==> src/rtl/nn_pipeline_sequencer_if.sv <==
`default_nettype none
// ============================================================================
//  Module      : nn_pipeline_sequencer_if
//  Description : Stream and datapath bundle for the NN frame sequencer.
//                Carries the input sample stream (s_*), the output result
//                stream (m_*), and the drive/return pair of the fixed-latency
//                datapath (pipe_in_data / pipe_out_data).
//  Revision    : 1.0  initial release
// ----------------------------------------------------------------------------
//  Signals
//    s_valid       sample valid               (environment -> sequencer)
//    s_ready       sequencer accepts sample   (sequencer -> environment)
//    s_data        input sample, DATA_W bits  (environment -> sequencer)
//    m_valid       result FIFO head valid     (sequencer -> environment)
//    m_ready       downstream accepts head    (environment -> sequencer)
//    m_data        result FIFO head data      (sequencer -> environment)
//    pipe_in_data  registered datapath input  (sequencer -> datapath)
//    pipe_out_data datapath final output      (datapath -> sequencer)
//  Modports
//    slave  : the sequencer side
//    master : the surrounding wrapper / datapath side
// ============================================================================
interface nn_pipeline_sequencer_if #(
  parameter int DATA_W = 8
);

  logic              s_valid;
  logic              s_ready;
  logic [DATA_W-1:0] s_data;
  logic              m_valid;
  logic              m_ready;
  logic [DATA_W-1:0] m_data;
  logic [DATA_W-1:0] pipe_in_data;
  logic [DATA_W-1:0] pipe_out_data;

  modport slave (
    input  s_valid,
    input  s_data,
    input  m_ready,
    input  pipe_out_data,
    output s_ready,
    output m_valid,
    output m_data,
    output pipe_in_data
  );

  modport master (
    output s_valid,
    output s_data,
    output m_ready,
    output pipe_out_data,
    input  s_ready,
    input  m_valid,
    input  m_data,
    input  pipe_in_data
  );

endinterface
`default_nettype wire

==> src/rtl/nn_pipeline_sequencer.sv <==
`default_nettype none
// ============================================================================
//  Module      : nn_pipeline_sequencer
//  Description : Frame sequencer for a free-running, fixed-latency NN
//                datapath. Accepts FRAME_LEN samples per start command,
//                drives them one per cycle into the datapath, tracks valid
//                datapath outputs with a token shift register and captures
//                them into an output FIFO. Input acceptance is credit based
//                (in-flight tokens + FIFO occupancy), so back-pressure on the
//                output stream can never lose a result.
//  Revision    : 1.0  initial release
// ----------------------------------------------------------------------------
//  Ports
//    clk    in   single clock, rising edge
//    reset  in   asynchronous, active-high
//    start  in   begins a frame when idle (level sampled)
//    abort  in   returns to idle and discards all data (level sampled)
//    bus    --   stream / datapath bundle, slave modport
//    busy   out  high while running or draining
//    done   out  one-cycle pulse when a frame has fully drained
//    state  out  IDLE=0, RUN=1, DRAIN=2, DONE=3
// ============================================================================
module nn_pipeline_sequencer #(
  parameter int DATA_W     = 8,
  parameter int LATENCY    = 7,
  parameter int FIFO_DEPTH = 16,
  parameter int FRAME_LEN  = 16
) (
  input  logic                          clk,
  input  logic                          reset,
  input  logic                          start,
  input  logic                          abort,
  nn_pipeline_sequencer_if.slave        bus,
  output logic                          busy,
  output logic                          done,
  output logic [1:0]                    state
);

  // --------------------------------------------------------------------------
  // Constants
  // --------------------------------------------------------------------------
  localparam logic [1:0] c_IDLE  = 2'd0;
  localparam logic [1:0] c_RUN   = 2'd1;
  localparam logic [1:0] c_DRAIN = 2'd2;
  localparam logic [1:0] c_DONE  = 2'd3;

  localparam int c_PTR_W      = $clog2(FIFO_DEPTH);
  localparam int c_FIFO_CNT_W = $clog2(FIFO_DEPTH + 1);
  localparam int c_FRM_CNT_W  = $clog2(FRAME_LEN + 1);
  // Wide enough for (tokens in flight) + (FIFO occupancy) at their maxima.
  localparam int c_SUM_W      = $clog2(FIFO_DEPTH + LATENCY + 1);

  localparam logic [c_FRM_CNT_W-1:0] c_FRAME     = c_FRM_CNT_W'(FRAME_LEN);
  localparam logic [c_FRM_CNT_W-1:0] c_FRAME_M1  = c_FRM_CNT_W'(FRAME_LEN - 1);
  localparam logic [c_SUM_W-1:0]     c_DEPTH_SUM = c_SUM_W'(FIFO_DEPTH);

  // --------------------------------------------------------------------------
  // Declarations
  // --------------------------------------------------------------------------
  logic [1:0]              r_state;
  logic [1:0]              w_state_nxt;
  logic [LATENCY-1:0]      r_tokens;
  logic [c_FRM_CNT_W-1:0]  r_in_cnt;
  logic [c_FRM_CNT_W-1:0]  r_out_cnt;
  logic [DATA_W-1:0]       r_pipe_in;

  logic [DATA_W-1:0]       r_mem [FIFO_DEPTH];
  logic [c_PTR_W-1:0]      r_wr_ptr;
  logic [c_PTR_W-1:0]      r_rd_ptr;
  logic [c_FIFO_CNT_W-1:0] r_fifo_cnt;

  logic                    w_start_ok;
  logic                    w_clear;
  logic [c_SUM_W-1:0]      w_credit_used;
  logic                    w_s_ready;
  logic                    w_accept;
  logic                    w_fifo_empty;
  logic                    w_m_valid;
  logic                    w_pop;
  logic                    w_push;
  logic                    w_drain_done;

  // Number of samples currently travelling through the datapath.
  function automatic logic [c_SUM_W-1:0] f_popcount(input logic [LATENCY-1:0] v);
    logic [c_SUM_W-1:0] n;
    n = '0;
    for (int i = 0; i < LATENCY; i++) begin
      n = n + c_SUM_W'(v[i]);
    end
    return n;
  endfunction

  // --------------------------------------------------------------------------
  // Handshake and credit logic
  // --------------------------------------------------------------------------
  assign w_start_ok = (r_state == c_IDLE) && start && !abort;

  // Frame start and abort both flush tokens, counters and the FIFO.
  assign w_clear    = abort || w_start_ok;

  // Every in-flight token already owns a FIFO slot; a new sample is admitted
  // only while at least one slot is unclaimed. This keeps the FIFO from ever
  // overflowing regardless of m_ready, and keeps m_ready out of the s_ready
  // combinational cone.
  assign w_credit_used = f_popcount(r_tokens) + c_SUM_W'(r_fifo_cnt);

  assign w_s_ready = (r_state == c_RUN)
                  && (r_in_cnt < c_FRAME)
                  && (w_credit_used < c_DEPTH_SUM);

  assign w_accept     = bus.s_valid && w_s_ready;
  assign w_fifo_empty = (r_fifo_cnt == '0);
  assign w_m_valid    = !w_fifo_empty;
  assign w_pop        = w_m_valid && bus.m_ready;

  // The oldest token position lines up with the datapath result belonging
  // to the sample accepted LATENCY edges earlier.
  assign w_push = r_tokens[LATENCY-1] && (r_state != c_IDLE);

  assign w_drain_done = (r_tokens == '0) && w_fifo_empty && (r_out_cnt == c_FRAME);

  // --------------------------------------------------------------------------
  // State machine
  // --------------------------------------------------------------------------
  always_comb begin
    w_state_nxt = r_state;
    if (abort) begin
      w_state_nxt = c_IDLE;
    end else begin
      case (r_state)
        c_IDLE: begin
          if (start) begin
            w_state_nxt = c_RUN;
          end
        end
        c_RUN: begin
          if (w_accept && (r_in_cnt == c_FRAME_M1)) begin
            w_state_nxt = c_DRAIN;
          end
        end
        c_DRAIN: begin
          if (w_drain_done) begin
            w_state_nxt = c_DONE;
          end
        end
        c_DONE: begin
          w_state_nxt = c_IDLE;
        end
        default: begin
          w_state_nxt = c_IDLE;
        end
      endcase
    end
  end

  always_ff @(posedge clk or posedge reset) begin
    if (reset) begin
      r_state   <= c_IDLE;
      r_tokens  <= '0;
      r_in_cnt  <= '0;
      r_out_cnt <= '0;
      r_pipe_in <= '0;
    end else begin
      r_state <= w_state_nxt;

      // The datapath input holds its last sample when nothing is accepted.
      if (w_accept) begin
        r_pipe_in <= bus.s_data;
      end

      if (w_clear) begin
        r_tokens  <= '0;
        r_in_cnt  <= '0;
        r_out_cnt <= '0;
      end else begin
        if (r_state != c_IDLE) begin
          r_tokens <= (r_tokens << 1) | LATENCY'(w_accept);
        end
        // in_cnt cannot pass FRAME_LEN because s_ready is gated on it.
        if (w_accept) begin
          r_in_cnt <= r_in_cnt + c_FRM_CNT_W'(1);
        end
        if (w_pop && (r_out_cnt != c_FRAME)) begin
          r_out_cnt <= r_out_cnt + c_FRM_CNT_W'(1);
        end
      end
    end
  end

  // --------------------------------------------------------------------------
  // Output FIFO
  // --------------------------------------------------------------------------
  always_ff @(posedge clk or posedge reset) begin
    if (reset) begin
      r_wr_ptr   <= '0;
      r_rd_ptr   <= '0;
      r_fifo_cnt <= '0;
    end else if (w_clear) begin
      r_wr_ptr   <= '0;
      r_rd_ptr   <= '0;
      r_fifo_cnt <= '0;
    end else begin
      if (w_push) begin
        r_wr_ptr <= r_wr_ptr + c_PTR_W'(1);
      end
      if (w_pop) begin
        r_rd_ptr <= r_rd_ptr + c_PTR_W'(1);
      end
      case ({w_push, w_pop})
        2'b10:   r_fifo_cnt <= r_fifo_cnt + c_FIFO_CNT_W'(1);
        2'b01:   r_fifo_cnt <= r_fifo_cnt - c_FIFO_CNT_W'(1);
        default: r_fifo_cnt <= r_fifo_cnt;
      endcase
    end
  end

  // Storage carries no reset; occupancy is tracked by the pointers/count.
  always_ff @(posedge clk) begin
    if (w_push && !w_clear) begin
      r_mem[r_wr_ptr] <= bus.pipe_out_data;
    end
  end

  // --------------------------------------------------------------------------
  // Outputs
  // --------------------------------------------------------------------------
  assign bus.s_ready      = w_s_ready;
  assign bus.m_valid      = w_m_valid;
  // Forced to zero while empty so m_data reads 0 straight out of reset.
  assign bus.m_data       = w_m_valid ? r_mem[r_rd_ptr] : '0;
  assign bus.pipe_in_data = r_pipe_in;

  assign busy  = (r_state == c_RUN) || (r_state == c_DRAIN);
  assign done  = (r_state == c_DONE);
  assign state = r_state;

endmodule
`default_nettype wire

==> src/flat_wrapper.sv <==
// flat-port wrapper written by rule: the top's interface ports become plain ports
module nn_pipeline_sequencer_flat 
#(
  parameter int DATA_W     = 8,
  parameter int LATENCY    = 7,
  parameter int FIFO_DEPTH = 16,
  parameter int FRAME_LEN  = 16
)
  (clk, reset, start, abort, busy, done, state, bus_s_valid, bus_s_data, bus_m_ready, bus_pipe_out_data, bus_s_ready, bus_m_valid, bus_m_data, bus_pipe_in_data);
  nn_pipeline_sequencer_if #(.DATA_W(DATA_W)) bus_i ();
  input  logic clk;
  input  logic reset;
  input  logic start;
  input  logic abort;
  output logic busy;
  output logic done;
  output logic [1:0] state;
  input wire logic [$bits(bus_i.s_valid)-1:0] bus_s_valid;
  input wire logic [$bits(bus_i.s_data)-1:0] bus_s_data;
  input wire logic [$bits(bus_i.m_ready)-1:0] bus_m_ready;
  input wire logic [$bits(bus_i.pipe_out_data)-1:0] bus_pipe_out_data;
  output wire logic [$bits(bus_i.s_ready)-1:0] bus_s_ready;
  output wire logic [$bits(bus_i.m_valid)-1:0] bus_m_valid;
  output wire logic [$bits(bus_i.m_data)-1:0] bus_m_data;
  output wire logic [$bits(bus_i.pipe_in_data)-1:0] bus_pipe_in_data;
  assign bus_i.s_valid = bus_s_valid;
  assign bus_i.s_data = bus_s_data;
  assign bus_i.m_ready = bus_m_ready;
  assign bus_i.pipe_out_data = bus_pipe_out_data;
  assign bus_s_ready = bus_i.s_ready;
  assign bus_m_valid = bus_i.m_valid;
  assign bus_m_data = bus_i.m_data;
  assign bus_pipe_in_data = bus_i.pipe_in_data;
  nn_pipeline_sequencer #(.DATA_W(DATA_W), .LATENCY(LATENCY), .FIFO_DEPTH(FIFO_DEPTH), .FRAME_LEN(FRAME_LEN)) u_core (.clk(clk), .reset(reset), .start(start), .abort(abort), .bus(bus_i), .busy(busy), .done(done), .state(state));
endmodule
==> config.mk <==
export PLATFORM = sky130hd
export DESIGN_NAME = nn_pipeline_sequencer_flat
export DESIGN_NICKNAME = d
export VERILOG_FILES = /design/src/rtl/nn_pipeline_sequencer_if.sv /design/src/rtl/nn_pipeline_sequencer.sv /design/src/flat_wrapper.sv
export SDC_FILE = /design/constraint.sdc
export NUM_CORES = 1
export LEC_CHECK = 0
export ABC_AREA = 1
export CAP_MARGIN = 0
export CORE_MARGIN = 10
export CORE_UTILIZATION = 45
export CTS_CLUSTER_DIAMETER = 50
export DETAILED_ROUTE_END_ITERATION = 7
export GPL_ROUTABILITY_DRIVEN = 0
export PLACE_DENSITY = 0.64
export SLEW_MARGIN = 20
export SYNTH_ARGS = -nofsm -noshare
export SYNTH_HDL_FRONTEND = slang
export SYNTH_SLANG_ARGS = --single-unit
export TNS_END_PERCENT = 100
==> constraint.sdc <==
create_clock -name clk -period 8.1 [get_ports clk]
set_input_delay 0.81 -clock clk [delete_from_list [all_inputs] [get_ports clk]]
set_output_delay 0.81 -clock clk [all_outputs]
set_load 0.005 [all_outputs]
# Yosys cells after proc, flatten, opt, wreduce, memory -nomap -nowiden
# Memory sizes are Yosys's and may differ from the RTL's.
# Cells that the tools add are included.
# W data, S select, Z words.
# classes
add_sub_neg,13
magnitude_cmp,2
n_eq_ne,11
mux,20
n_bitwise,1
n_reduce_logical,28
# op_table
op,n
$add A5 B1 Y5,5
$mux W5,5
$mux W4,4
$add A5 B1 Y5 const B,3
$mux W7,2
$logic_and A1 B1 Y1,12
$reduce_bool A2 Y1,6
$lt A5 B5 Y1 const B,2
$pmux W5 S2,1
$add A4 B1 Y4 const B,2
$mux W2,4
$mux W8,1
$pmux W2 S4,1
$logic_not A7 Y1,1
$or A7 B1 Y7,1
$eq A2 B2 Y1 const B,3
$ne A3 B3 Y1 const B,2
$add A5 B5 Y5,1
$eq A5 B4 Y1 const B,1
$eq A5 B5 Y1 const B,1
$logic_not A5 Y1,1
$ne A5 B5 Y1 const B,1
$sub A5 B1 Y5 const B,1
$eq A2 B1 Y1 const B,2
other kinds (8),12
# totals
reg_bits,40
ramBits,128
input_bits,22
output_inout_bits,22
mem_count,1
# memory_table
memory,depth,word_bits,rd,rd_clocked_by_memory_dff,write_ports,line_no,text
u_core.r_mem,16,8,1,0,1,nn_pipeline_sequencer.sv:67,logic [DATA_W-1:0] r_mem [FIFO_DEPTH];

# Logic depth before layout (Yosys ltp)
# Gate-level depths: netlist of run 1.
# logic_depth
ltp_word,14
mapped_depth,20
depth_no_buf,20

# Worst setup path before layout of run 1
# OpenSTA, ideal clock, no wires.
# synth_path
kind,register -> output
start,register u_core.r_tokens[0]
end,output port bus_s_ready
arrival_time_ns,2.499
t_required_ns,7.290
path_slack_ns,4.791
stages_incl_launch_ff,17
n_path_buf,1
path_cell_list,dfrtp_1 -> inv_1 -> ha_1 -> inv_1 -> fa_1 -> fa_1 -> inv_1 -> ha_1 -> nand2_1 -> nand2_1 -> nand2_1 -> nand2_1 -> nand2_1 -> nand3_1 -> nand2_1 -> nor2_2 -> buf_6
# synth_via
elab_chain_len,9
# synth_rtl
element,line_no,text
"start, declared",nn_pipeline_sequencer.sv:62,logic [LATENCY-1:0] r_tokens;
"start signal, assigned",nn_pipeline_sequencer.sv:177,r_tokens <= (r_tokens << 1) | LATENCY'(w_accept);
$add A1 B1 Y2,nn_pipeline_sequencer.sv:88,n = n + c_SUM_W'(v[i]);
$add A5 B1 Y5 (5 in series),nn_pipeline_sequencer.sv:88,
$add A5 B5 Y5,nn_pipeline_sequencer.sv:105,assign w_credit_used = f_popcount(r_tokens) + c_SUM_W'(r_fifo_cnt);
$lt A5 B5 Y1,nn_pipeline_sequencer.sv:109,&& (w_credit_used < c_DEPTH_SUM);
$logic_and A1 B1 Y1,nn_pipeline_sequencer.sv:109,
"end, declared",flat_wrapper.sv:22,output wire logic [$bits(bus_i.s_ready)-1:0] bus_s_ready;
# No other way between the ends.

# Final worst setup path of run 1
# Same ends and word-level chain as after synthesis.

==> out/metrics.yaml, run 1 <==
status: "complete, no violations"
die-area_mm2: 0.02214
timing.setup.tns_ns: 0
pre_cts_slack_ns: 3.969
via_count_of_the_first_global_routing_pass: 5208
flop_and_latch_count_out_of_synthesis: 168
final_layout_size_suffix_gt1_share_pct: 10.27
power.ir.vdd_worst_uv: 173.6
max_slew.worst_pin.slew_ns: 1.098
buffer_ports.inserted: 43
final_max_slew_viol_count: 0
number_of_max_capacitance_violations_reported: 0
synth.net_count: 699
coreArea_mm2: 0.01641
synth_edf_count: 128
ant_nets: 0
setup-violations-final: 0
clock-root-buffer: "sky130_fd_sc_hd__clkbuf_16"
ctsLongestPathBuffers: 2
yosys.area_share.simple_pct: 12.66
regArea_mm2: 0.004846
drt_first_pass_iters: 5
power_density_mw_per_mm2: 228.0
worstSetupStartpointType: "register"
synthMuxAreaShare_pct: 0
postCtsHoldBufs: 0
detail_route.drc_violations: 0
route.met2.wl_um: 8510
multi_input_comb_area_mm2: 0.002286
worst_path_most_repeated_cell: "sky130_fd_sc_hd__nand2_1"
wl_met1_um: 7162
crit_chain: "inv_1, ha_1, inv_1, fa_1, fa_1, inv_1, ha_1, nand2_1, nand2_1, nand2_1, nand2_1, nand2_1, a21oi_1, nor2_2, clkdlybuf4s50_1"
cts-buffers-inserted: 17
synthToLayoutAreaGrowth_pct: 16.26
hpwlAfterDp_um: 10570
detail_route.iter0.violations: 427
maxClockFrequency_ghz: 0.2188
fp.dieW_um: 148.8
synth_seq_area_share_pct: 64.91
synth-async-reset-ratio_pct: 23.81
syn-mean-instance-area_um2: 11.50
maxSlewHeadroom_pct: 26.54
largest_net_degree_at_the_start_of_global_routing: 68
die_height_um: 148.8
timing.reg2reg.setup_slack_ns: 4.46
tritoncts: "done"
worstSetupEndpointType: "primary output"
ff2ff_path_depth: 17
number_of_antenna_violations_at_the_first_check_in_global_routing: 0
routed.top_layer: "met4"
htreeDepth: 4
worstHoldPathCells: 2
yosys_warnings: 0
min_period_over_period_pct: 56.43
routed-wl-met3_um: 1194
cp_slowest_cell: "sky130_fd_sc_hd__clkdlybuf4s50_1"
cts_post_setup_buffers_inserted: 0
synthesized_area_fraction_occupied_by_ao_oa_aoi_and_oai_cells_pct: 11.97
timing_hold_violations_final: 0
fillCellCount: 1364
post_drt_wl_per_cell_um: 18.63
synth_top_family_by_area: "simple AND/OR/NAND/NOR gates"
worst-setup-path-type: "register to primary output"
cp_max_fo: 12
power_mw: 1.979
floorplan.io_pins: 44
clock_slew_seen_by_the_registers_of_the_worst_setup_and_hold_paths_ns: 0.06
effective_utilization_at_floorplan_pct: 45.49
routed_wire_length_um: 17160
min-delay-path-class: "register to register"
yosys_most_used_dff: "sky130_fd_sc_hd__edfxtp_1"
critical_path.endpoint: "bus_s_ready"
clock_sink_count: 168
global_route.usage.total_pct: 16.02
post_syn_area_mm2: 0.007463
fin_worst_skew_ns: 0.007957
critPathLaunch: "u_core.r_tokens[0]"
post_synth_inst_count: 649
power.static_leakage_nw: 3.238
num_rows: 47
layout_min_cycle_time_ns: 4.571
cp_slowest_stage_delay_ns: 0.59
insertion_delay_ns: 0.42
antenna_cells: 0
ctsResizeCount: 0
nets: 739
post_synth_xor_area_fraction_pct: 0.4694
r2r-end: "u_core.r_in_cnt[3]"
hold_ws_ns: 0.4796
critical_path_data_required_time_ns: 7.29
fin_ws_ns: 3.529
globalRoute.totalOverflow: 0
grt_first_pass_wirelength_um: 27720
cp_data_arrival_time_ns: 3.76
total_number_of_vias: 5124
detail_route.vias_per_cell: 5.564
yosys.area_share.adder_pct: 4.996
ys_types: 37
grt_setup_unrepaired: "false"
rr_startpoint: "u_core.r_tokens[0]"
==> flip-flops by register name (all words and copies together), names as in the netlist <==
register	cells
u_core.r_mem	128
u_core.bus.pipe_in_data	8
u_core.r_tokens	7
u_core.r_fifo_cnt	5
u_core.r_in_cnt	5
u_core.r_out_cnt	5
u_core.r_rd_ptr	4
u_core.r_wr_ptr	4
u_core.state	2
==> stage by stage <==
stage	std cells	cell area, µm²	utilization [%]
final	921	8677	52.89
after global routing	921	8677	52.89
after CTS	921	8677	52.89
after detailed placement	890	8105	49.40
after global placement	890	8105	49.40
after floorplan	649	7463	-
==> how the worst min path moves through the flow <==
stage / startpoint / end / slack, ns
floorplan: u_core.bus.pipe_in_data[0] / u_core.bus.pipe_in_data[0] / 0.47
global placement: u_core.bus.pipe_in_data[3] / u_core.bus.pipe_in_data[3] / 0.45
detailed placement: u_core.bus.pipe_in_data[2] / u_core.bus.pipe_in_data[2] / 0.47
CTS: u_core.bus.pipe_in_data[2] / u_core.bus.pipe_in_data[2] / 0.48
global route: u_core.bus.pipe_in_data[3] / u_core.bus.pipe_in_data[3] / 0.50
finish: u_core.bus.pipe_in_data[2] / u_core.bus.pipe_in_data[2] / 0.48
==> synthesized netlist by cell type, types with 13 or more instances <==
cell | count | share of area, %
sky130_fd_sc_hd__edfxtp_1 | 128 | 52
sky130_fd_sc_hd__clkbuf_1 | 13 | 0.65
sky130_fd_sc_hd__o21ai_0 | 80 | 5.4
sky130_fd_sc_hd__inv_1 | 48 | 2.4
sky130_fd_sc_hd__nand3_1 | 36 | 2.4
sky130_fd_sc_hd__ha_1 | 25 | 4.2
sky130_fd_sc_hd__nor2_1 | 93 | 4.7
sky130_fd_sc_hd__nor3_1 | 16 | 1.1
sky130_fd_sc_hd__a21oi_1 | 18 | 1.2
sky130_fd_sc_hd__dfrtp_1 | 40 | 13
sky130_fd_sc_hd__nand2_1 | 52 | 2.6
sky130_fd_sc_hd__o22ai_1 | 19 | 1.6
sky130_fd_sc_hd__o221ai_1 | 22 | 2.6
==> logic make-up (layout without fill, tap and decap cells) <==
group | Yosys count | after routing
flops | 168 | 168
compound gates | 151 | 151
simple gates | 213 | 213
xor+xnor | 4 | 4
buf+inv | 85 | 137
fa+ha+maj | 28 | 28
==> metal layers <==
metal  track usage (%)  vias to the layer above
met2             26.23                      200
met4             6.330                        0
met3             5.309                       23
met1             19.19                     2505
li1                  -                     2396
met5                 0                        -
==> power breakdown <==
group          internal (mW)  leakage (nW)  switching (mW)  total (mW)
logic                 0.0987          1.26           0.115       0.214
registers              0.955          1.69          0.0214       0.977
clock network          0.455         0.285           0.333       0.788
==> area by class of cell <==
class,instances,area share (%)
Sequential cell,168,55.85
Multi-Input combinational cell,396,26.34
Timing Repair Buffer,51,5.652
Clock buffer,17,4.903
Tap cell,220,3.172
Inverter,55,2.394
Clock inverter,14,1.687
==> cells in the final DEF, fill, tap and decap left out, drive strengths merged <==
cell / n
a21oi: 20
a22o: 1
a31oi: 1
buf: 8
bufinv: 2
clkbuf: 17
clkdlybuf4s50: 43
clkinv: 10
dfrtp: 40
edfxtp: 128
fa: 3
ha: 25
inv: 57
nand2: 57
nand3: 40
nand4: 1
nor2: 97
nor3: 16
nor4: 2
o21a: 2
o21ai: 86
o221ai: 22
o22ai: 19
xnor2: 3
xor2: 1
==> worst max-delay path, delay by kind of cell, from the launching register on <==
kind / cells / cell delay, ns
buf+inv: 4 / 0.81
compound gates: 1 / 0.07
flops: 1 / 0.39
simple gates: 6 / 0.66
fa+ha+maj: 4 / 1.41
(Power assumes the default switching activity.)
==> inputs of run 2 (changes only) <==
==> constraint.sdc (replaced) <==
create_clock -name clk -period 4.3 [get_ports clk]
set_input_delay 0.43 -clock clk [delete_from_list [all_inputs] [get_ports clk]]
set_output_delay 0.43 -clock clk [all_outputs]
set_load 0.005 [all_outputs]
==> run 2 against run 1 <==
  * Clock power increased by 89%
  * Critical endpoint unchanged
  * Die area unchanged
  * Sequential cell count unchanged
  * Clock skew about the same
  * Global-route usage increased by 0.24 points
  * Hold slack got worse by 0.044 ns
  * Total power increased by 89%
==> out/metrics.yaml, run 2 (same netlist as run 1, synthesis figures left out) <==
cp_data_arrival_time_ns: 3.55  # -0.21 ns
power_density_mw_per_mm2: 428.1  # +88%
die_height_um: 148.8  # unchanged
effective_utilization_at_floorplan_pct: 45.49  # unchanged
worstSetupEndpointType: "primary output"
nets: 747  # +1.1%
cts-buffers-inserted: 17  # unchanged
detail_route.iter0.violations: 337  # -21%
setup-violations-final: 0  # unchanged
ff2ff_path_depth: 19  # +2
final_layout_size_suffix_gt1_share_pct: 11.41  # +1.1 points
mostFrequentLayoutCells: "128 x sky130_fd_sc_hd__edfxtp_1, 93 x sky130_fd_sc_hd__nor2_1, 80 x sky130_fd_sc_hd__o21ai_0"
total_number_of_vias: 5163  # +0.76%
ctsLongestPathBuffers: 2  # unchanged
power.static_leakage_nw: 3.277  # +1.2%
worstSetupStartpointType: "register"
antenna_cells: 0  # unchanged
timing_hold_violations_final: 0  # unchanged
cts_post_setup_buffers_inserted: 0  # unchanged
fillCellCount: 1330  # -2.5%
ctsResizeCount: 0  # unchanged
detail_route.drc_violations: 0  # unchanged
via_count_of_the_first_global_routing_pass: 5220  # +0.23%
design_area_mm2: 0.008740  # +0.72%
min-delay-path-class: "primary input to asynchronous set/reset pin"
number_of_antenna_violations_at_the_first_check_in_global_routing: 0  # unchanged
clock_sink_count: 168  # unchanged
hpwlAfterDp_um: 11140  # +5.3%
postCtsHoldBufs: 0  # unchanged
die-area_mm2: 0.02214  # unchanged
clock_slew_seen_by_the_registers_of_the_worst_setup_and_hold_paths_ns: 0.06  # about the same
insertion_delay_ns: 0.43  # about the same
floorplan.io_pins: 44  # unchanged
number_of_max_capacitance_violations_reported: 0  # unchanged
status: "complete, no violations"
power_mw: 3.741  # +89%
final_max_slew_viol_count: 0  # unchanged
maxClockFrequency_ghz: 0.2514
grt_first_pass_wirelength_um: 27760  # +0.15%
post_drt_wl_per_cell_um: 18.63  # about the same
min_period_over_period_pct: 92.51
maxSlewHeadroom_pct: 30.73  # +4.2 points
rr_startpoint: "u_core.r_tokens[0]"
clock-root-buffer: "sky130_fd_sc_hd__clkbuf_16"
critical_path_data_required_time_ns: 3.87  # -3.42 ns
power.ir.vdd_worst_uv: 282.8  # +63%
registers.top_by_ff_count: "u_core.r_mem"
layout.cells.most_common: "sky130_fd_sc_hd__edfxtp_1"
drt_first_pass_iters: 6  # +1
fp.dieW_um: 148.8  # unchanged
ant_nets: 0  # unchanged
cp_max_fo: 12  # unchanged
largest_net_degree_at_the_start_of_global_routing: 41  # -40%
tritoncts: "done"
grt_setup_unrepaired: "false"
num_rows: 47  # unchanged
timing.reg2reg.setup_slack_ns: 0.91  # -3.55 ns
max_slew.worst_pin.slew_ns: 1.035  # -0.06269 ns
detail_route.vias_per_cell: 5.552  # -0.21%
largest_register_ffs: 128  # unchanged
global_route.usage.total_pct: 16.26  # +0.24 points
synthToLayoutAreaGrowth_pct: 17.10
globalRoute.totalOverflow: 0  # unchanged
placed_cell_area_mm2: 0.008165  # +0.74%
coreArea_mm2: 0.01641  # unchanged
timing.setup.tns_ns: 0  # unchanged
r2r-end: "u_core.r_in_cnt[3]"
htreeDepth: 4  # unchanged
routed_wire_length_um: 17330  # +0.97%
fin_worst_skew_ns: 0.007869  # -0.00008829 ns
buffer_ports.inserted: 43  # unchanged
layout_min_cycle_time_ns: 3.978
worst-setup-path-type: "register to primary output"
[run 2: cell types whose count changed in the layout (fill, tap and decap cells not counted)]
cell                         change
sky130_fd_sc_hd__inv_1           +1
sky130_fd_sc_hd__buf_4           +8
sky130_fd_sc_hd__clkinv_2        +2
sky130_fd_sc_hd__clkinv_1        -2
sky130_fd_sc_hd__inv_6           +1
sky130_fd_sc_hd__inv_8           -1
sky130_fd_sc_hd__inv_2           -1
sky130_fd_sc_hd__clkbuf_1        +1
sky130_fd_sc_hd__clkinvlp_4      +1
sky130_fd_sc_hd__clkinv_4        -1
[run 2: where the power goes]
| part | switching (mW) | internal [mW] |
|---|---|---|
| Combinational | 0.218 | 0.194 |
| Sequential | 0.0422 | 1.80 |
| Clock | 0.629 | 0.858 |
| Total | 0.890 | 2.85 |
[run 2: area by class of cell]
class | count | area, µm² | area share (%)
clock buffer | 18 | 429.2 | 4.911
clock inverter | 14 | 145.1 | 1.661
inverter | 55 | 207.7 | 2.377
multi-input combinational | 396 | 2286 | 26.16
sequential | 168 | 4846 | 55.45
tap | 220 | 275.3 | 3.150
timing repair buffer | 59 | 550.5 | 6.299
[run 2: per-stage QoR]
stage               hold slack (ns)  setup WS [ns]  util, %  std cells
CTS                          0.4536         0.3070    53.27        930
finish                       0.4352         0.3222    53.27        930
detailed placement           0.4617         0.7683    49.77        898
floorplan                    0.4654          1.371        -        649
global placement             0.4662         0.7761    49.77        898
global route                 0.4866         0.1060    53.27        930
[run 2: metal layers]
| metal | global-route usage, % | routed length (µm) | share of wire [%] | vias to the layer above |
|---|---|---|---|---|
| li1 | - | - | - | 2409 |
| met1 | 19.30 | 7315 | 42 | 2560 |
| met2 | 26.83 | 8552 | 49 | 164 |
| met3 | 5.127 | 1140 | 6.6 | 30 |
| met4 | 6.820 | 318 | 1.8 | 0 |
| met5 | 0 | 0 | 0 | - |
[run 2: worst max-delay path, stage by stage, from the launching register on]
cell and delay [ns]:
sky130_fd_sc_hd__dfrtp_1 0.38, sky130_fd_sc_hd__inv_1 0.09, sky130_fd_sc_hd__ha_1 0.23, sky130_fd_sc_hd__inv_1 0.07
sky130_fd_sc_hd__fa_1 0.42, sky130_fd_sc_hd__fa_1 0.49, sky130_fd_sc_hd__inv_1 0.04, sky130_fd_sc_hd__ha_1 0.25
sky130_fd_sc_hd__nand2_1 0.06, sky130_fd_sc_hd__nand2_1 0.05, sky130_fd_sc_hd__nand2_1 0.05, sky130_fd_sc_hd__nand2_1 0.04
sky130_fd_sc_hd__nand2_1 0.07, sky130_fd_sc_hd__a21oi_1 0.08, sky130_fd_sc_hd__nor2_2 0.10, sky130_fd_sc_hd__buf_4 0.17
sky130_fd_sc_hd__clkdlybuf4s50_1 0.52
[run 2: how the worst max path moves through the flow]
stage,endpoint,start,cells after the start,slack [ns]
after floorplan,bus_s_ready,u_core.r_tokens[0],16,1.37
after global placement,bus_s_ready,u_core.r_tokens[0],16,0.78
after detailed placement,bus_s_ready,u_core.r_tokens[0],16,0.77
after CTS,bus_s_ready,u_core.r_tokens[0],17,0.31
after global routing,bus_s_ready,u_core.r_tokens[0],16,0.11
final,bus_s_ready,u_core.r_tokens[0],16,0.32
==> inputs of run 3 (changes only) <==
--- a/config.mk
+++ b/config.mk
@@ -6,13 +6,14 @@
 export NUM_CORES = 1
 export LEC_CHECK = 0
 export ABC_AREA = 1
-export CAP_MARGIN = 0
+export CORE_ASPECT_RATIO = 1.4
 export CORE_MARGIN = 10
 export CORE_UTILIZATION = 45
 export CTS_CLUSTER_DIAMETER = 50
 export DETAILED_ROUTE_END_ITERATION = 7
 export GPL_ROUTABILITY_DRIVEN = 0
 export PLACE_DENSITY = 0.64
+export SKIP_LAST_GASP = 1
 export SLEW_MARGIN = 20
 export SYNTH_ARGS = -nofsm -noshare
 export SYNTH_HDL_FRONTEND = slang
==> run 3 against run 2 <==
  * Combinational power about the same
  * Die area up 0.33%
  * Global-route usage down 0.28 points
  * Largest cell class unchanged
==> out/metrics.yaml, run 3 (same netlist as run 1, synthesis figures left out) <==
die_height_um: 172.4  # +16%
routed_wire_length_um: 17230  # -0.56%
use_met3_pct: 4.810  # -0.32 points
post_drt_wl_per_cell_um: 18.85  # +1.2%
placed_cell_area_mm2: 0.008142  # -0.29%
mostFrequentLayoutCells: "128 x sky130_fd_sc_hd__edfxtp_1, 93 x sky130_fd_sc_hd__nor2_1, 80 x sky130_fd_sc_hd__o21ai_0"
worstSetupStartpointType: "register"
timing.reg2reg.setup_slack_ns: 0.90  # about the same
power.ir.vdd_worst_uv: 272.9  # -3.5%
final_max_slew_viol_count: 0  # unchanged
cp_max_fo: 12  # unchanged
final_layout_size_suffix_gt1_share_pct: 11.05  # -0.36 points
r2r-end: "u_core.r_in_cnt[3]"
coreArea_mm2: 0.01624  # -1.0%
cts-buffers-inserted: 17  # unchanged
power.static_leakage_nw: 3.322  # +1.4%
design_area_mm2: 0.008745  # about the same
worst_path_most_repeated_cell: "sky130_fd_sc_hd__nand2_1"
power_density_mw_per_mm2: 432.0  # +0.91%
grtUsageMet2_pct: 26.82  # about the same
max_slew.worst_pin.slew_ns: 0.9577  # -0.07746 ns
effective_utilization_at_floorplan_pct: 45.96  # +0.47 points
worstSetupEndpointType: "primary output"
part_of_the_power_in_the_clock_network_pct: 40.3  # +0.6 points
cp_slowest_stage_delay_ns: 0.52  # about the same
min-delay-path-class: "primary input to asynchronous set/reset pin"
via_count_of_the_first_global_routing_pass: 5272  # +1.0%
number_of_max_capacitance_violations_reported: 0  # unchanged
combinationalPowerShare_pct: 11.0  # about the same
grt_util_met1_pct: 17.80  # -1.5 points
critical_path_data_required_time_ns: 3.87  # about the same
number_of_antenna_violations_at_the_first_check_in_global_routing: 0  # unchanged
registers.top_by_ff_count: "u_core.r_mem"
synthToLayoutAreaGrowth_pct: 17.17  # about the same
detail_route.iter0.violations: 329  # -2.4%
cp_slowest_cell: "sky130_fd_sc_hd__clkdlybuf4s50_1"
timing.setup.tns_ns: 0  # unchanged
cts_post_setup_buffers_inserted: 0  # unchanged
maxClockFrequency_ghz: 0.2480  # -1.3%
fin_worst_skew_ns: 0.007396  # -0.0004726 ns
ctsResizeCount: 0  # unchanged
cp_data_arrival_time_ns: 3.60  # +0.05 ns
p_sw_mw: 0.8985  # +1.0%
nets: 752  # +0.67%
fp.dieW_um: 128.8  # -13%
switching_share_pct: 23.78  # about the same
ctsLongestPathBuffers: 2  # unchanged
crit_chain: "inv_1, ha_1, inv_1, fa_1, fa_1, inv_1, ha_1, nand2_1, nand2_1, nand2_1, nand2_1, nand2_1, nand3_1, nand2_1, nor2_2, buf_4, clkdlybuf4s50_1"
insertion_delay_ns: 0.43  # about the same
total_number_of_vias: 5188  # +0.48%
detail_route.drc_violations: 0  # unchanged
layout.cells.most_common: "sky130_fd_sc_hd__edfxtp_1"
rr_startpoint: "u_core.r_tokens[1]"
postCtsHoldBufs: 0  # unchanged
num_rows: 55  # +17%
clock-root-buffer: "sky130_fd_sc_hd__clkbuf_16"
largest_net_degree_at_the_start_of_global_routing: 66  # +61%
grt_first_pass_wirelength_um: 27170  # -2.1%
worst-setup-path-type: "register to primary output"
timing_hold_violations_final: 0  # unchanged
ant_nets: 0  # unchanged
buffer_ports.inserted: 43  # unchanged
floorplan.io_pins: 44  # unchanged
tritoncts: "done"
globalRoute.totalOverflow: 0  # unchanged
grt_setup_unrepaired: "false"
ff2ff_path_depth: 19  # unchanged
setup-violations-final: 0  # unchanged
clock_sink_count: 168  # unchanged
drt_first_pass_iters: 5  # -1
die-area_mm2: 0.02221  # +0.33%
htreeDepth: 4  # unchanged
status: "complete, no violations"
min_period_over_period_pct: 93.76  # +1.3 points
hpwlAfterDp_um: 11400  # +2.4%
maxSlewHeadroom_pct: 35.92  # +5.2 points
intPower_mw: 2.879  # +0.96%
global_route.usage.total_pct: 15.98  # -0.28 points
detail_route.vias_per_cell: 5.676  # +2.2%
antenna_cells: 0  # unchanged
layout_min_cycle_time_ns: 4.032  # +0.05389 ns
grt-busiest-layer: "met2"
clock_slew_seen_by_the_registers_of_the_worst_setup_and_hold_paths_ns: 0.07  # about the same
proportion_of_power_drawn_by_flip_flops_and_latches_pct: 48.7  # -0.5 points
largest_register_ffs: 128  # unchanged
-- run 3: per-stage QoR --
| stage | instances | hold WS [ns] | setup WS [ns] | total power [mW] | util [%] |
|---|---|---|---|---|---|
| after floorplan | 649 | 0.4654 | 1.371 | 2.083 | - |
| after global placement | 882 | 0.4583 | 0.7953 | 2.282 | 50.13 |
| after detailed placement | 882 | 0.4643 | 0.7190 | 2.295 | 50.13 |
| after CTS | 914 | 0.4515 | 0.2310 | 3.803 | 53.84 |
| after global routing | 914 | 0.4849 | 0.01503 | 3.924 | 53.84 |
| final | 914 | 0.4464 | 0.2683 | 3.778 | 53.84 |
-- run 3: layer usage --
layer	part of all wire (%)	wire length (µm)	vias up
met3	6.9	1197	47
met2	50	8651	205
li1	-	-	2417
met1	39	6777	2519
met4	3.5	604	0
met5	0	0	-
-- run 3: worst max-delay path by stage --
stage                                  start     endpoint  cells past startpoint
after floorplan           u_core.r_tokens[0]  bus_s_ready                     16
after global placement    u_core.r_tokens[0]  bus_s_ready                     16
after detailed placement  u_core.r_tokens[0]  bus_s_ready                     17
after CTS                 u_core.r_tokens[1]  bus_s_ready                     17
after global routing      u_core.r_tokens[1]  bus_s_ready                     17
final                     u_core.r_tokens[1]  bus_s_ready                     17
-- run 3: area by class of cell --
cell class              count  area (µm²)
clock inverters            10       73.82
multi-input cells         396        2251
repair buffers             64       588.1
flip-flops and latches    168        4846
fillers                  1395        7496
well taps                 199       249.0
inverters                  55       207.7
clock buffers              22       529.3
-- run 3: power groups by stage --
stage                     registers [mW]  logic [mW]  clock network, mW
after global routing                1.85       0.471               1.60
final                               1.84       0.415               1.52
after global placement              1.87       0.410                  0
after CTS                           1.84       0.424               1.54
after detailed placement            1.87       0.422                  0
after floorplan                     1.87       0.212                  0
-- run 3: worst max-delay path, delay by kind of cell (launching register included) --
family	cells	cell delay (ns)
adders and majority gates	4	1.42
buffers and inverters	5	0.91
and+or+nand+nor	8	0.46
DFF	1	0.38
